`config.mk`:
```
export PLATFORM = sky130hd
export DESIGN_NAME = muldiv_unit_flat
export DESIGN_NICKNAME = d
export VERILOG_FILES = /design/src/rtl/muldiv_unit_if.sv /design/src/rtl/muldiv_unit.sv /design/src/flat_wrapper.sv
export SDC_FILE = /design/constraint.sdc
export NUM_CORES = 1
export LEC_CHECK = 0
export ABC_CLOCK_PERIOD_IN_PS = 5600
export CAP_MARGIN = 20
export CORE_MARGIN = 2
export CORE_UTILIZATION = 55
export DETAILED_ROUTE_END_ITERATION = 8
export PLACE_DENSITY = 0.76
export SLEW_MARGIN = 20
export SYNTH_ARGS = -nofsm -noshare
export SYNTH_HDL_FRONTEND = slang
export SYNTH_SLANG_ARGS = --single-unit
export TNS_END_PERCENT = 30
```
`constraint.sdc`:
```
create_clock -name clk -period 5.6 [get_ports clk]
set_input_delay 1.12 -clock clk [delete_from_list [all_inputs] [get_ports clk]]
set_output_delay 1.12 -clock clk [all_outputs]
set_load 0.05 [all_outputs]
```
`src/rtl/muldiv_unit_if.sv`:
```
// EX-stage <-> multiply/divide unit handshake: issue fields in, status and result out.
// The master is the pipeline EX stage and the slave is muldiv_unit.
interface muldiv_unit_if #(
  parameter int XLEN       = 32,
  parameter int RF_ADDRESS = 5
);
  logic                  start;
  logic                  flush;
  logic [2:0]            funct3;
  logic [XLEN-1:0]       op_a;
  logic [XLEN-1:0]       op_b;
  logic [RF_ADDRESS-1:0] rd_in;
  logic                  busy;
  logic                  done;
  logic                  stall_req;
  logic [XLEN-1:0]       result;
  logic [RF_ADDRESS-1:0] rd_out;

  modport master (
    output start, flush, funct3, op_a, op_b, rd_in,
    input  busy, done, stall_req, result, rd_out
  );

  modport slave (
    input  start, flush, funct3, op_a, op_b, rd_in,
    output busy, done, stall_req, result, rd_out
  );
endinterface

```
`src/rtl/muldiv_unit.sv`:
```
// Iterative RV32M/RV64M mul/div: done K+1 cycles after start (1 for div-by-zero/overflow),
// K = XLEN/BITS_PER_CYCLE; holds the pipeline via stall_req, flush aborts, start while busy is ignored.
module muldiv_unit #(
  parameter int XLEN           = 32,
  parameter int BITS_PER_CYCLE = 1,
  parameter int RF_ADDRESS     = 5
) (
  input  logic        clk,
  input  logic        reset,
  muldiv_unit_if.slave io
);
  localparam int K  = XLEN / BITS_PER_CYCLE;
  localparam int CW = $clog2(K);
  localparam int W  = XLEN + BITS_PER_CYCLE;
  localparam logic [CW-1:0] LAST = CW'(K - 1);

  typedef enum logic [1:0] {IDLE = 2'd0, CALC = 2'd1, DONE = 2'd2} state_t;

  state_t                state_q, state_d;
  logic [CW-1:0]         cnt_q, cnt_d;
  logic [2*XLEN-1:0]     acc_q, acc_d;
  logic [XLEN-1:0]       opnd_q, opnd_d;
  logic [2:0]            f3_q, f3_d;
  logic                  neg_q, neg_d, neg_r_q, neg_r_d;
  logic [RF_ADDRESS-1:0] rd_q, rd_d;
  logic                  busy_q, busy_d, done_q, done_d;
  logic [XLEN-1:0]       result_q, result_d;
  logic [RF_ADDRESS-1:0] rd_out_q, rd_out_d;

  logic                  a_signed, b_signed, sa, sb, is_div, b_zero, ovf, special;
  logic [XLEN-1:0]       a_mag, b_mag, spec_res;

  always_comb begin
    is_div   = io.funct3[2];
    a_signed = io.funct3 inside {3'b001, 3'b010, 3'b100, 3'b110};
    b_signed = io.funct3 inside {3'b001, 3'b100, 3'b110};
    sa       = a_signed & io.op_a[XLEN-1];
    sb       = b_signed & io.op_b[XLEN-1];
    a_mag    = sa ? -io.op_a : io.op_a;
    b_mag    = sb ? -io.op_b : io.op_b;
    b_zero   = (io.op_b == '0);
    ovf      = b_signed & is_div & (io.op_a == {1'b1, {(XLEN-1){1'b0}}}) & (io.op_b == '1);
    special  = is_div & (b_zero | ovf);
    if (b_zero) spec_res = io.funct3[1] ? io.op_a : '1;
    else        spec_res = io.funct3[1] ? '0 : io.op_a;
  end

  // acc holds {partial product, multiplier} for MUL* and {remainder, dividend/quotient} for DIV*
  logic [W-1:0]          pp, psum;
  logic [XLEN:0]         r_ext;
  logic [XLEN-1:0]       rem_v, quo_v, fin;
  logic [2*XLEN-1:0]     step, prod;

  always_comb begin
    pp    = W'(opnd_q) * W'(acc_q[BITS_PER_CYCLE-1:0]);
    psum  = W'(acc_q[2*XLEN-1:XLEN]) + pp;
    rem_v = acc_q[2*XLEN-1:XLEN];
    quo_v = acc_q[XLEN-1:0];
    r_ext = '0;
    for (int i = 0; i < BITS_PER_CYCLE; i++) begin
      r_ext = {rem_v, quo_v[XLEN-1]};
      quo_v = {quo_v[XLEN-2:0], 1'b0};
      if (r_ext >= {1'b0, opnd_q}) begin
        r_ext    = r_ext - {1'b0, opnd_q};
        quo_v[0] = 1'b1;
      end
      rem_v = r_ext[XLEN-1:0];
    end
    step = f3_q[2] ? {rem_v, quo_v} : {psum, acc_q[XLEN-1:BITS_PER_CYCLE]};
    prod = neg_q ? -step : step;
    if (f3_q[2]) begin
      if (f3_q[1]) fin = neg_r_q ? -step[2*XLEN-1:XLEN] : step[2*XLEN-1:XLEN];
      else         fin = neg_q ? -step[XLEN-1:0] : step[XLEN-1:0];
    end else begin
      fin = (f3_q[1:0] == 2'b00) ? prod[XLEN-1:0] : prod[2*XLEN-1:XLEN];
    end
  end

  always_comb begin
    state_d  = state_q;
    cnt_d    = cnt_q;
    acc_d    = acc_q;
    opnd_d   = opnd_q;
    f3_d     = f3_q;
    neg_d    = neg_q;
    neg_r_d  = neg_r_q;
    rd_d     = rd_q;
    result_d = result_q;
    rd_out_d = rd_out_q;
    case (state_q)
      IDLE: begin
        if (io.start && !io.flush) begin
          if (special) begin
            state_d  = DONE;
            result_d = spec_res;
            rd_out_d = io.rd_in;
          end else begin
            state_d = CALC;
            cnt_d   = '0;
            f3_d    = io.funct3;
            rd_d    = io.rd_in;
            neg_d   = sa ^ sb;
            neg_r_d = sa;
            opnd_d  = is_div ? b_mag : a_mag;
            acc_d   = {{XLEN{1'b0}}, (is_div ? a_mag : b_mag)};
          end
        end
      end
      CALC: begin
        if (io.flush) begin
          state_d = IDLE;
        end else begin
          acc_d = step;
          cnt_d = cnt_q + CW'(1);
          if (cnt_q == LAST) begin
            state_d  = DONE;
            result_d = fin;
            rd_out_d = rd_q;
          end
        end
      end
      DONE:    state_d = IDLE;
      default: state_d = IDLE;
    endcase
    busy_d = (state_d != IDLE);
    done_d = (state_d == DONE);
  end

  always_ff @(posedge clk) begin
    if (reset) begin
      state_q  <= IDLE;
      cnt_q    <= '0;
      acc_q    <= '0;
      opnd_q   <= '0;
      f3_q     <= '0;
      neg_q    <= 1'b0;
      neg_r_q  <= 1'b0;
      rd_q     <= '0;
      busy_q   <= 1'b0;
      done_q   <= 1'b0;
      result_q <= '0;
      rd_out_q <= '0;
    end else begin
      state_q  <= state_d;
      cnt_q    <= cnt_d;
      acc_q    <= acc_d;
      opnd_q   <= opnd_d;
      f3_q     <= f3_d;
      neg_q    <= neg_d;
      neg_r_q  <= neg_r_d;
      rd_q     <= rd_d;
      busy_q   <= busy_d;
      done_q   <= done_d;
      result_q <= result_d;
      rd_out_q <= rd_out_d;
    end
  end

  // A flushed op must not retire, even in its DONE cycle
  assign io.done      = done_q & ~io.flush;
  assign io.busy      = busy_q;
  assign io.stall_req = ((state_q == IDLE) & io.start & ~io.flush) | (state_q == CALC);
  assign io.result    = result_q;
  assign io.rd_out    = rd_out_q;
endmodule

```
`src/flat_wrapper.sv`:
```
// flat-port wrapper written by rule: the top's interface ports become plain ports
module muldiv_unit_flat 
#(
  parameter int XLEN           = 32,
  parameter int BITS_PER_CYCLE = 1,
  parameter int RF_ADDRESS     = 5
)
  (clk, reset, io_start, io_flush, io_funct3, io_op_a, io_op_b, io_rd_in, io_busy, io_done, io_stall_req, io_result, io_rd_out);
  muldiv_unit_if #(.XLEN(XLEN), .RF_ADDRESS(RF_ADDRESS)) io_i ();
  input  logic clk;
  input  logic reset;
  input wire logic [$bits(io_i.start)-1:0] io_start;
  input wire logic [$bits(io_i.flush)-1:0] io_flush;
  input wire logic [$bits(io_i.funct3)-1:0] io_funct3;
  input wire logic [$bits(io_i.op_a)-1:0] io_op_a;
  input wire logic [$bits(io_i.op_b)-1:0] io_op_b;
  input wire logic [$bits(io_i.rd_in)-1:0] io_rd_in;
  output wire logic [$bits(io_i.busy)-1:0] io_busy;
  output wire logic [$bits(io_i.done)-1:0] io_done;
  output wire logic [$bits(io_i.stall_req)-1:0] io_stall_req;
  output wire logic [$bits(io_i.result)-1:0] io_result;
  output wire logic [$bits(io_i.rd_out)-1:0] io_rd_out;
  assign io_i.start = io_start;
  assign io_i.flush = io_flush;
  assign io_i.funct3 = io_funct3;
  assign io_i.op_a = io_op_a;
  assign io_i.op_b = io_op_b;
  assign io_i.rd_in = io_rd_in;
  assign io_busy = io_i.busy;
  assign io_done = io_i.done;
  assign io_stall_req = io_i.stall_req;
  assign io_result = io_i.result;
  assign io_rd_out = io_i.rd_out;
  muldiv_unit #(.XLEN(XLEN), .BITS_PER_CYCLE(BITS_PER_CYCLE), .RF_ADDRESS(RF_ADDRESS)) u_core (.clk(clk), .reset(reset), .io(io_i));
endmodule
```
# After elaboration in Yosys (flattened, before gate mapping)
# Cells that the tools add are included.
# word_totals
input_bits	76
reg_bits	152
word_cells	101
# classes
order_cmp	1
reduce_logical	12
addsub	8
n_bitwise	14
n_eq_ne	14
multipliers	1
mux	39
# op_table
op	count
32-bit two-way mux	17
64-bit two-way mux	5
32-bit negator	4
64-bit case mux with 2 select lines	1
32-bit equality test (second input constant)	2
64-bit negator	1
32-bit case mux with 2 select lines	1
5-bit two-way mux	7
32-bit by 33-bit adder with 33-bit output	1
33-bit by 32-bit greater-or-equal comparator with 1-bit output	1
32-bit by 1-bit multiplier with 33-bit output	1
32-bit zero test	1
32-bit subtractor	1
5-bit case mux with 2 select lines	2
1-bit bitwise AND	9
2-bit two-way mux	4
3-bit equality test (second input constant)	2
2-bit by 1-bit != test with 1-bit output (second input constant)	3
5-bit by 1-bit adder with 5-bit output (second input constant)	1
5-bit equality test (second input constant)	1
5-bit AND reduction	1
2-bit zero test	2
2-bit != test (second input constant)	2
2-bit case mux with 2 select lines	1
other kinds (15)	18

# Longest topological paths before layout
# Gate-level depths: netlist of the first run.
# depth
word_depth	11
depth_mapped	22

# Worst setup path after synthesis of the first run
# Ideal clock, no wire load.
# synth_timing
path_type	register to register
from	reg u_core.opnd_q[22]
to	reg u_core.result_q[24] (netlist: u_core.io.result[24])
t_required_ns	5.470
t_arrival_ns	5.215
setup_time_ns	0.130
stages_incl_launch_ff	23
period_less_slack_ns	5.345
path_slack_ns	0.255
path_buffers	2
path_cell_list	dfxtp_1 inv_1 ha_1 clkbuf_1 a21o_1 a31o_2 a211oi_1 or3_1 clkbuf_1 a31oi_1 a21oi_1 ha_1 o21a_1 nand3_1 or3_1 or4_1 nand4b_1 or4_4 or4b_1 o21ai_1 xor2_1 a221oi_1 nor3_2
# synth_between
elab_chain_len	10
elab_cells_between_ends	19
# synth_lines
element	line_no	text
from (decl)	muldiv_unit.sv:22	logic [XLEN-1:0] opnd_q, opnd_d;
from (signal assigned)	muldiv_unit.sv:147	opnd_q <= opnd_d;
32-bit by 1-bit multiplier with 33-bit output (tied with other cells)	muldiv_unit.sv:55	pp = W'(opnd_q) * W'(acc_q[BITS_PER_CYCLE-1:0]);
32-bit by 33-bit adder with 33-bit output (tied with other cells)	muldiv_unit.sv:56	psum = W'(acc_q[2*XLEN-1:XLEN]) + pp;
64-bit two-way mux (*)	muldiv_unit.sv:69	step = f3_q[2] ? {rem_v, quo_v} : {psum, acc_q[XLEN-1:BITS_PER_CYCLE]};
64-bit negator (tied with other cells)	muldiv_unit.sv:70	prod = neg_q ? -step : step;
64-bit two-way mux (tied with other cells)	muldiv_unit.sv:70	
32-bit two-way mux (on tied branches)	muldiv_unit.sv:75, muldiv_unit.sv:72	
32-bit two-way mux (*)	muldiv_unit.sv:71	if (f3_q[2]) begin
32-bit two-way mux (*)	muldiv_unit.sv:115	if (cnt_q == LAST) begin
32-bit two-way mux (*)	muldiv_unit.sv:110	if (io.flush) begin
32-bit case mux with 2 select lines (*)	muldiv_unit.sv:90	case (state_q)
to (signal assigned)	muldiv_unit.sv:154	result_q <= result_d;
to (decl)	muldiv_unit.sv:27	logic [XLEN-1:0] result_q, result_d;
# Mark *: on every way between the ends. The rest lies on a longest branch, timed or not. The select of a mux whose other input is x is not followed.
# A chain may end at the register's enable or synchronous reset.

# Worst setup path after layout of the first run
# layout_timing
from	reg u_core.opnd_q[1]
to	reg u_core.result_q[24] (netlist: u_core.io.result[24])
# The elaborated chain is that of the path after synthesis.

==> results of run 1 <==
==> through the flow <==
stage	cells	hold slack, ps	setup WS, ps
floorplan	2406	437	255
global placement	2867	431	273
detailed placement	2867	432	132
CTS	2899	449	104
global route	2901	454	2.26
finish	2904	458	158
==> worst max-delay path, cell delays in order (launching register included) <==
cell	delay, ps
dfxtp_1	380
inv_1	90
ha_1	320
nor2b_1	150
o2111a_1	270
o2111a_2	310
o211ai_1	240
a31oi_1	170
a21oi_2	170
ha_2	230
o21a_1	170
nand3_1	120
or3_1	340
or4_1	420
nand4b_1	240
or4_4	500
or4b_1	580
o21ai_1	180
xor2_1	100
a221oi_2	240
nor3_2	70
==> metal layers <==
metal  track usage  up-vias  part of all wire
li1              -     9063                 -
met5             0        -           0.00084
met4         0.265       10             0.067
met3         0.143      281              0.13
met1         0.610     9446              0.40
met2         0.639     1427              0.40
==> kinds of logic after synthesis <==
family / count (synthesis)
and+or+nand+nor: 891
AOI/OAI and AO/OA: 780
buffers and inverters: 245
xor gates and xnor gates: 163
DFF: 152
adders and majority gates: 92
muxes: 83
==> synth_stat cells, types with 13 or more instances <==
cell type and n:
a211oi_1 50, a21o_1 38, a21oi_1 173, a221oi_1 16, a22oi_1 28, a311oi_1 23
a31oi_1 32, and2_1 42, and3_1 17, buf_1 16, clkbuf_1 149, dfxtp_1 152
ha_1 71, inv_1 74, maj3_1 19, mux2_2 17, mux2i_1 66, nand2_1 240
nand2b_1 17, nand3_1 41, nand4_1 31, nor2_1 273, nor2b_1 32, nor3_1 79
nor4_1 29, o211ai_1 63, o21a_1 23, o21ai_0 166, o31ai_1 32, o41ai_1 13
or3_1 29, xnor2_1 92, xor2_1 71
==> state kept, by name, indices dropped and copies added, names as in the netlist <==
signal	count
u_core.opnd_q	32
u_core.io.result	32
u_core.neg_q	1
u_core.io.busy	1
u_core.io.rd_out	5
u_core.acc_q	64
u_core.neg_r_q	1
u_core.f3_q	3
u_core.done_q	1
u_core.rd_q	5
u_core.state_q	2
u_core.cnt_q	5
==> cell usage in the layout (no fill, tap or decap), drive strengths merged, types with 18 or more instances in the layout <==
cell	n
xnor2	92
nor2	273
nor2b	32
or3	29
dfxtp	152
a311oi	23
clkbuf	18
nor4	29
nand3	41
and2	42
nor3	81
nand4	31
clkdlybuf4s50	113
maj3	19
xor2	71
nand2	241
ha	71
a22oi	28
o31ai	32
inv	82
o21ai	170
a21o	38
o21a	23
a211oi	50
o211ai	64
a31oi	32
buf	128
mux2i	66
a21oi	173
==> power groups by stage <==
stage / registers [mW] / clock network, mW / logic (mW)
finish: 1.17 / 1.28 / 1.64
CTS: 1.16 / 1.27 / 1.56
floorplan: 1.17 / 0 / 0.959
global route: 1.17 / 1.31 / 1.71
detailed placement: 1.19 / 0 / 1.55
global placement: 1.19 / 0 / 1.53
==> final timing paths <==
kind	start	endpoint	slack [ps]	cells after the start
worst min register to register	u_core.io.result[2]	u_core.io.result[2]	460	2
worst max register to register	u_core.opnd_q[1]	u_core.io.result[24]	160	20
worst min-delay path	u_core.io.result[2]	u_core.io.result[2]	460	2
worst max-delay path	u_core.opnd_q[1]	u_core.io.result[24]	160	20
==> final cells by class <==
type                       instances  share of cell area
timing repair buffer             241               0.108
tap                              390              0.0251
antenna                            3            0.000386
inverter                          77              0.0148
sequential                       152               0.156
multi-input combinational       2009               0.664
clock buffer                      18              0.0226
clock inverter                    14             0.00912
==> repair_timing <==
action                     4_1_cts  5_1_grt
resized for setup                0       11
setup buffers                    0        2
setup endpoints to repair        0       10
==> flow_summary.json, run 1 <==
{
  "status": "finished, final reports clean",
  "fin_crit_sh": 0.972,
  "port_buffers": 115,
  "yosysSeqAreaShare": 0.181,
  "peakVddDrop_uv": 227,
  "cp_max_fo": 5,
  "grt_pass1_wl_um": 109000,
  "yosys.area_share.simple": 0.253,
  "gp_routability_congestion": 1.06,
  "critical_path_arrival_ps": 5770,
  "path_clk_slew_ps": 70,
  "clock-root-buffer": "clkbuf_16",
  "synth_compound_area_frac": 0.309,
  "fp.dieW_um": 179,
  "grt_max_degree": 88,
  "synth_area_leader_cell": "dfxtp_1",
  "via_count": 20200,
  "rows": 63,
  "fin_tns_setup_ps": 0,
  "synth_xor_area_frac": 0.0850,
  "startpoint_type": "flop",
  "synth.distinct_cells": 80,
  "synth_area_sq_um": 16800,
  "slew_viol_final": 0,
  "final_nets": 2647,
  "drt-initial-drc-count": 3187,
  "p_seq_frac": 0.285,
  "dieArea_sq_um": 32000,
  "synth_edf_count": 0,
  "crit_required_ps": 5930,
  "areaGrowthSynthToFinish_pct": 15.9,
  "drtPass1Iterations": 7,
  "clkSinkCount": 152,
  "maxSlewHeadroom": 0.321,
  "power.leakage_nw": 7.48,
  "dp_hpwl_um": 58200,
  "wl_per_cell_um": 25.7,
  "power_density_nw_per_um2": 210,
  "hp-class": "flop to flop",
  "yosysWarnings": 0,
  "power_mw": 4.09,
  "synth-main-ff-cell": "dfxtp_1",
  "async_flop_share": 0,
  "ys_top_cells_by_area": "dfxtp_1 18%, nor2_1 6.1%, nand2_1 5.4%",
  "tightest_slew_ps": 1010,
  "grt.total_usage": 0.456,
  "drt-vias-per-instance": 6.97,
  "multi_input_area_sq_um": 12900,
  "muxShareOfSynthArea": 0.0507,
  "place_area_sq_um": 18800,
  "fillers": 2700,
  "drtAntennaViolNets": 0,
  "fin_util": 0.652,
  "dieHeight_um": 179,
  "syn_area_per_cell_sq_um": 6.98,
  "fmax_ghz": 0.184,
  "switching_share": 0.414,
  "netSwitchingPower_mw": 1.69,
  "drcViolationCount": 0,
  "start_util": 0.562,
  "p_comb_frac": 0.402,
  "fin_crit_ps": 5440,
  "cts_buffer_depth": 2,
  "skew_ps": 15.5,
  "synth_fa_ha_area_frac": 0.0666,
  "rsz0062_at_grt": "false",
  "finalWirelength_um": 74700,
  "clockPowerShare": 0.313,
  "core_sq_um": 29900,
  "overflow": 0,
  "grt_pass1_vias": 17700,
  "cts_tree": "yes",
  "drive_gt1_frac": 0.0940,
  "synth_top_family_by_area": "compound AO/OA/AOI/OAI gates",
  "io_pins": 116,
  "ff_latch_area_sq_um": 3050,
  "h-tree-depth": 4,
  "setup_violations": 0,
  "critPathCaptureType": "flop",
  "power.internal_mw": 2.40,
  "numCtsBuffers": 17,
  "critPathKind": "flop to flop",
  "cts_hold_buf": 0,
  "synth_top_area_frac": 0.181,
  "drv_cap": 0,
  "fin_area_sq_um": 19500,
  "finalHoldViolCount": 0,
  "synth-seq-cells": 152,
  "clk_latency_ps": 470,
  "antenna_found_initial": 8,
  "syn_inst": 2406,
  "synth_fp_nets": 2555
}
Note: power is estimated with default switching activity, not from simulation.
==> inputs of run 2 (changes only) <==
Settings changed: ABC_CLOCK_PERIOD_IN_PS 5600 to 4900, CORE_MARGIN 2 to not set, CTS_BUF_LIST set to sky130_fd_sc_hd__clkbuf_8.
Clock period 5.6 ns to 4.9 ns, I/O delays scaled along.
==> flow_summary.json, run 2 (same netlist as run 1, synthesis figures left out) <==
{
  "tightest_slew_ps": 1220,
  "final_cell_mix": "404 x buf_4, 271 x nor2_1, 236 x nand2_1",
  "drtPass1Iterations": 7,
  "io_pins": 116,
  "drcViolationCount": 0,
  "p_seq_frac": 0.287,
  "hp-class": "flop to flop",
  "fin_util": 0.735,
  "grt_pass1_wl_um": 116000,
  "clk_latency_ps": 520,
  "r2r-start": "u_core.opnd_q[4]",
  "startpoint_type": "flop",
  "peakVddDrop_uv": 207,
  "setup_slack_ps": -416,
  "drt-initial-drc-count": 3345,
  "cts_hold_buf": 0,
  "path_clk_slew_ps": 100,
  "layout_commonest_cell": "buf_4",
  "critPathBufInv": 1,
  "clockPowerShare": 0.223,
  "worstPathCellList": "inv_2, ha_4, a21o_1, a31o_4, o2111a_1, o211ai_1, a31oi_2, a21oi_2, ha_2, o21a_1, nand3_2, or3_4, or4_4, nand4b_1, or4_4, or4b_4, o21ai_2, xor2_1, a221oi_2, nor3_2",
  "grt.total_usage": 0.492,
  "drtAntennaViolNets": 0,
  "gp_routability_congestion": 1.07,
  "rows": 63,
  "overflow": 0,
  "dieArea_sq_um": 31300,
  "drt-vias-per-instance": 6.83,
  "critPathMostFrequentCell": "or4_4",
  "dieHeight_um": 177,
  "critPathKind": "flop to flop",
  "worstHoldStart": "u_core.io.result[14]",
  "status": "finished with violations",
  "clock-root-buffer": "clkbuf_8",
  "worst-r2r-setup-slack_ps": -420,
  "critical_path_arrival_ps": 5690,
  "violations": "setup timing",
  "largest-register": "u_core.acc_q",
  "h-tree-depth": 4,
  "fin_crit_sh": 1.08,
  "port_buffers": 115,
  "numCtsBuffers": 17,
  "largest_reg_flops": 64,
  "dp_hpwl_um": 60800,
  "cts_buffer_depth": 2,
  "netSwitchingPower_mw": 2.00,
  "whs_endpoint": "u_core.io.result[14]",
  "critPathCaptureType": "flop",
  "finalHoldViolCount": 0,
  "wl_per_cell_um": 24.7,
  "fin_crit_ps": 5320,
  "cts_tree": "yes",
  "start_util": 0.562,
  "power.internal_mw": 2.63,
  "skew_ps": 26.7,
  "slew_viol_final": 0,
  "power.leakage_nw": 8.94,
  "r2r_end": "u_core.io.result[24]",
  "drv_cap": 0,
  "grt_max_degree": 92,
  "areaGrowthSynthToFinish_pct": 30.7,
  "cp_max_fo": 2,
  "critPathSlowestCell": "or4_4",
  "holdPathStages": 2,
  "fmax_ghz": 0.188,
  "drive_gt1_frac": 0.216,
  "p_comb_frac": 0.490,
  "rsz0062_at_grt": "true",
  "cp_top_family": "simple AND/OR/NAND/NOR gates",
  "core_sq_um": 29900,
  "finalWirelength_um": 79000,
  "fin_hold_ws_ps": 451,
  "crit_required_ps": 5280,
  "power_density_nw_per_um2": 211,
  "switching_share": 0.432,
  "via_count": 21800,
  "maxSlewHeadroom": 0.177,
  "setup_violations": 13,
  "final_nets": 2935,
  "clkSinkCount": 152,
  "critPathMaxStageDelay_ps": 570,
  "antenna_found_initial": 10,
  "grt_pass1_vias": 19400,
  "reg2reg_depth": 20,
  "fp.dieW_um": 177
}
==> run 2: power groups by stage <==
stage,combinational (mW),clock (mW),sequential [mW]
final,2.27,1.03,1.33
after global routing,2.35,1.07,1.33
after CTS,2.06,1.03,1.32
after detailed placement,1.99,0,1.35
after global placement,1.97,0,1.35
after floorplan,1.10,0,1.34
==> run 2: cell type report <==
type | instances | area [sq um]
antenna | 6 | 15.0
clock buffer | 18 | 248
clock inverter | 13 | 136
fill | 2365 | 7920
inverter | 77 | 289
multi-input combinational | 2009 | 13400
sequential | 152 | 3060
tap | 390 | 488
timing repair buffer | 529 | 4340
==> run 2: how the worst max path moves through the flow <==
stage / to / cells past startpoint / from / slack (ps)
after global placement: u_core.io.result[24] / 16 / u_core.opnd_q[28] / -310
after detailed placement: u_core.io.result[24] / 16 / u_core.opnd_q[28] / -370
after global routing: u_core.io.result[24] / 20 / u_core.opnd_q[0] / -510
final: u_core.io.result[24] / 20 / u_core.opnd_q[4] / -420
after floorplan: u_core.io.result[24] / 20 / u_core.opnd_q[1] / -340
after CTS: u_core.io.result[24] / 20 / u_core.opnd_q[1] / -130
==> run 2: routing by layer <==
| layer | vias to the layer above | wire, um | track usage |
|---|---|---|---|
| li1 | 9634 | - | - |
| met1 | 10100 | 30900 | 0.641 |
| met2 | 1675 | 32300 | 0.705 |
| met3 | 386 | 10100 | 0.142 |
| met4 | 10 | 5710 | 0.313 |
| met5 | - | 68 | 0 |
==> run 2: per-stage QoR <==
stage	setup slack [ps]	area, sq um	cells	TNS [ps]	power (mW)
after floorplan	-340	16800	2406	-463	2.44
after global placement	-307	20900	3133	-2600	3.32
after detailed placement	-369	20900	3133	-3920	3.35
after CTS	-133	21500	3175	-147	4.41
after global routing	-513	21900	3188	-4100	4.76
final	-416	22000	3194	-1710	4.63
==> run 2: repair_timing <==
item,CTS,global route
gates resized for setup,29,84
buffers inserted,12,15
endpoints found under the setup margin,21,28
pin swaps,11,29
==> run 2: worst register-to-register path, cell delays in order (launching register included) <==
cell      delay, ps
dfxtp_2         350
inv_2            50
ha_4            230
a21o_1          180
a31o_4          220
o2111a_1        270
o211ai_1        370
a31oi_2         220
a21oi_2         190
ha_2            200
o21a_1          160
nand3_2          90
or3_4           340
or4_4           420
nand4b_1        210
or4_4           570
or4b_4          520
o21ai_2         160
xor2_1           90
a221oi_2        260
nor3_2           70
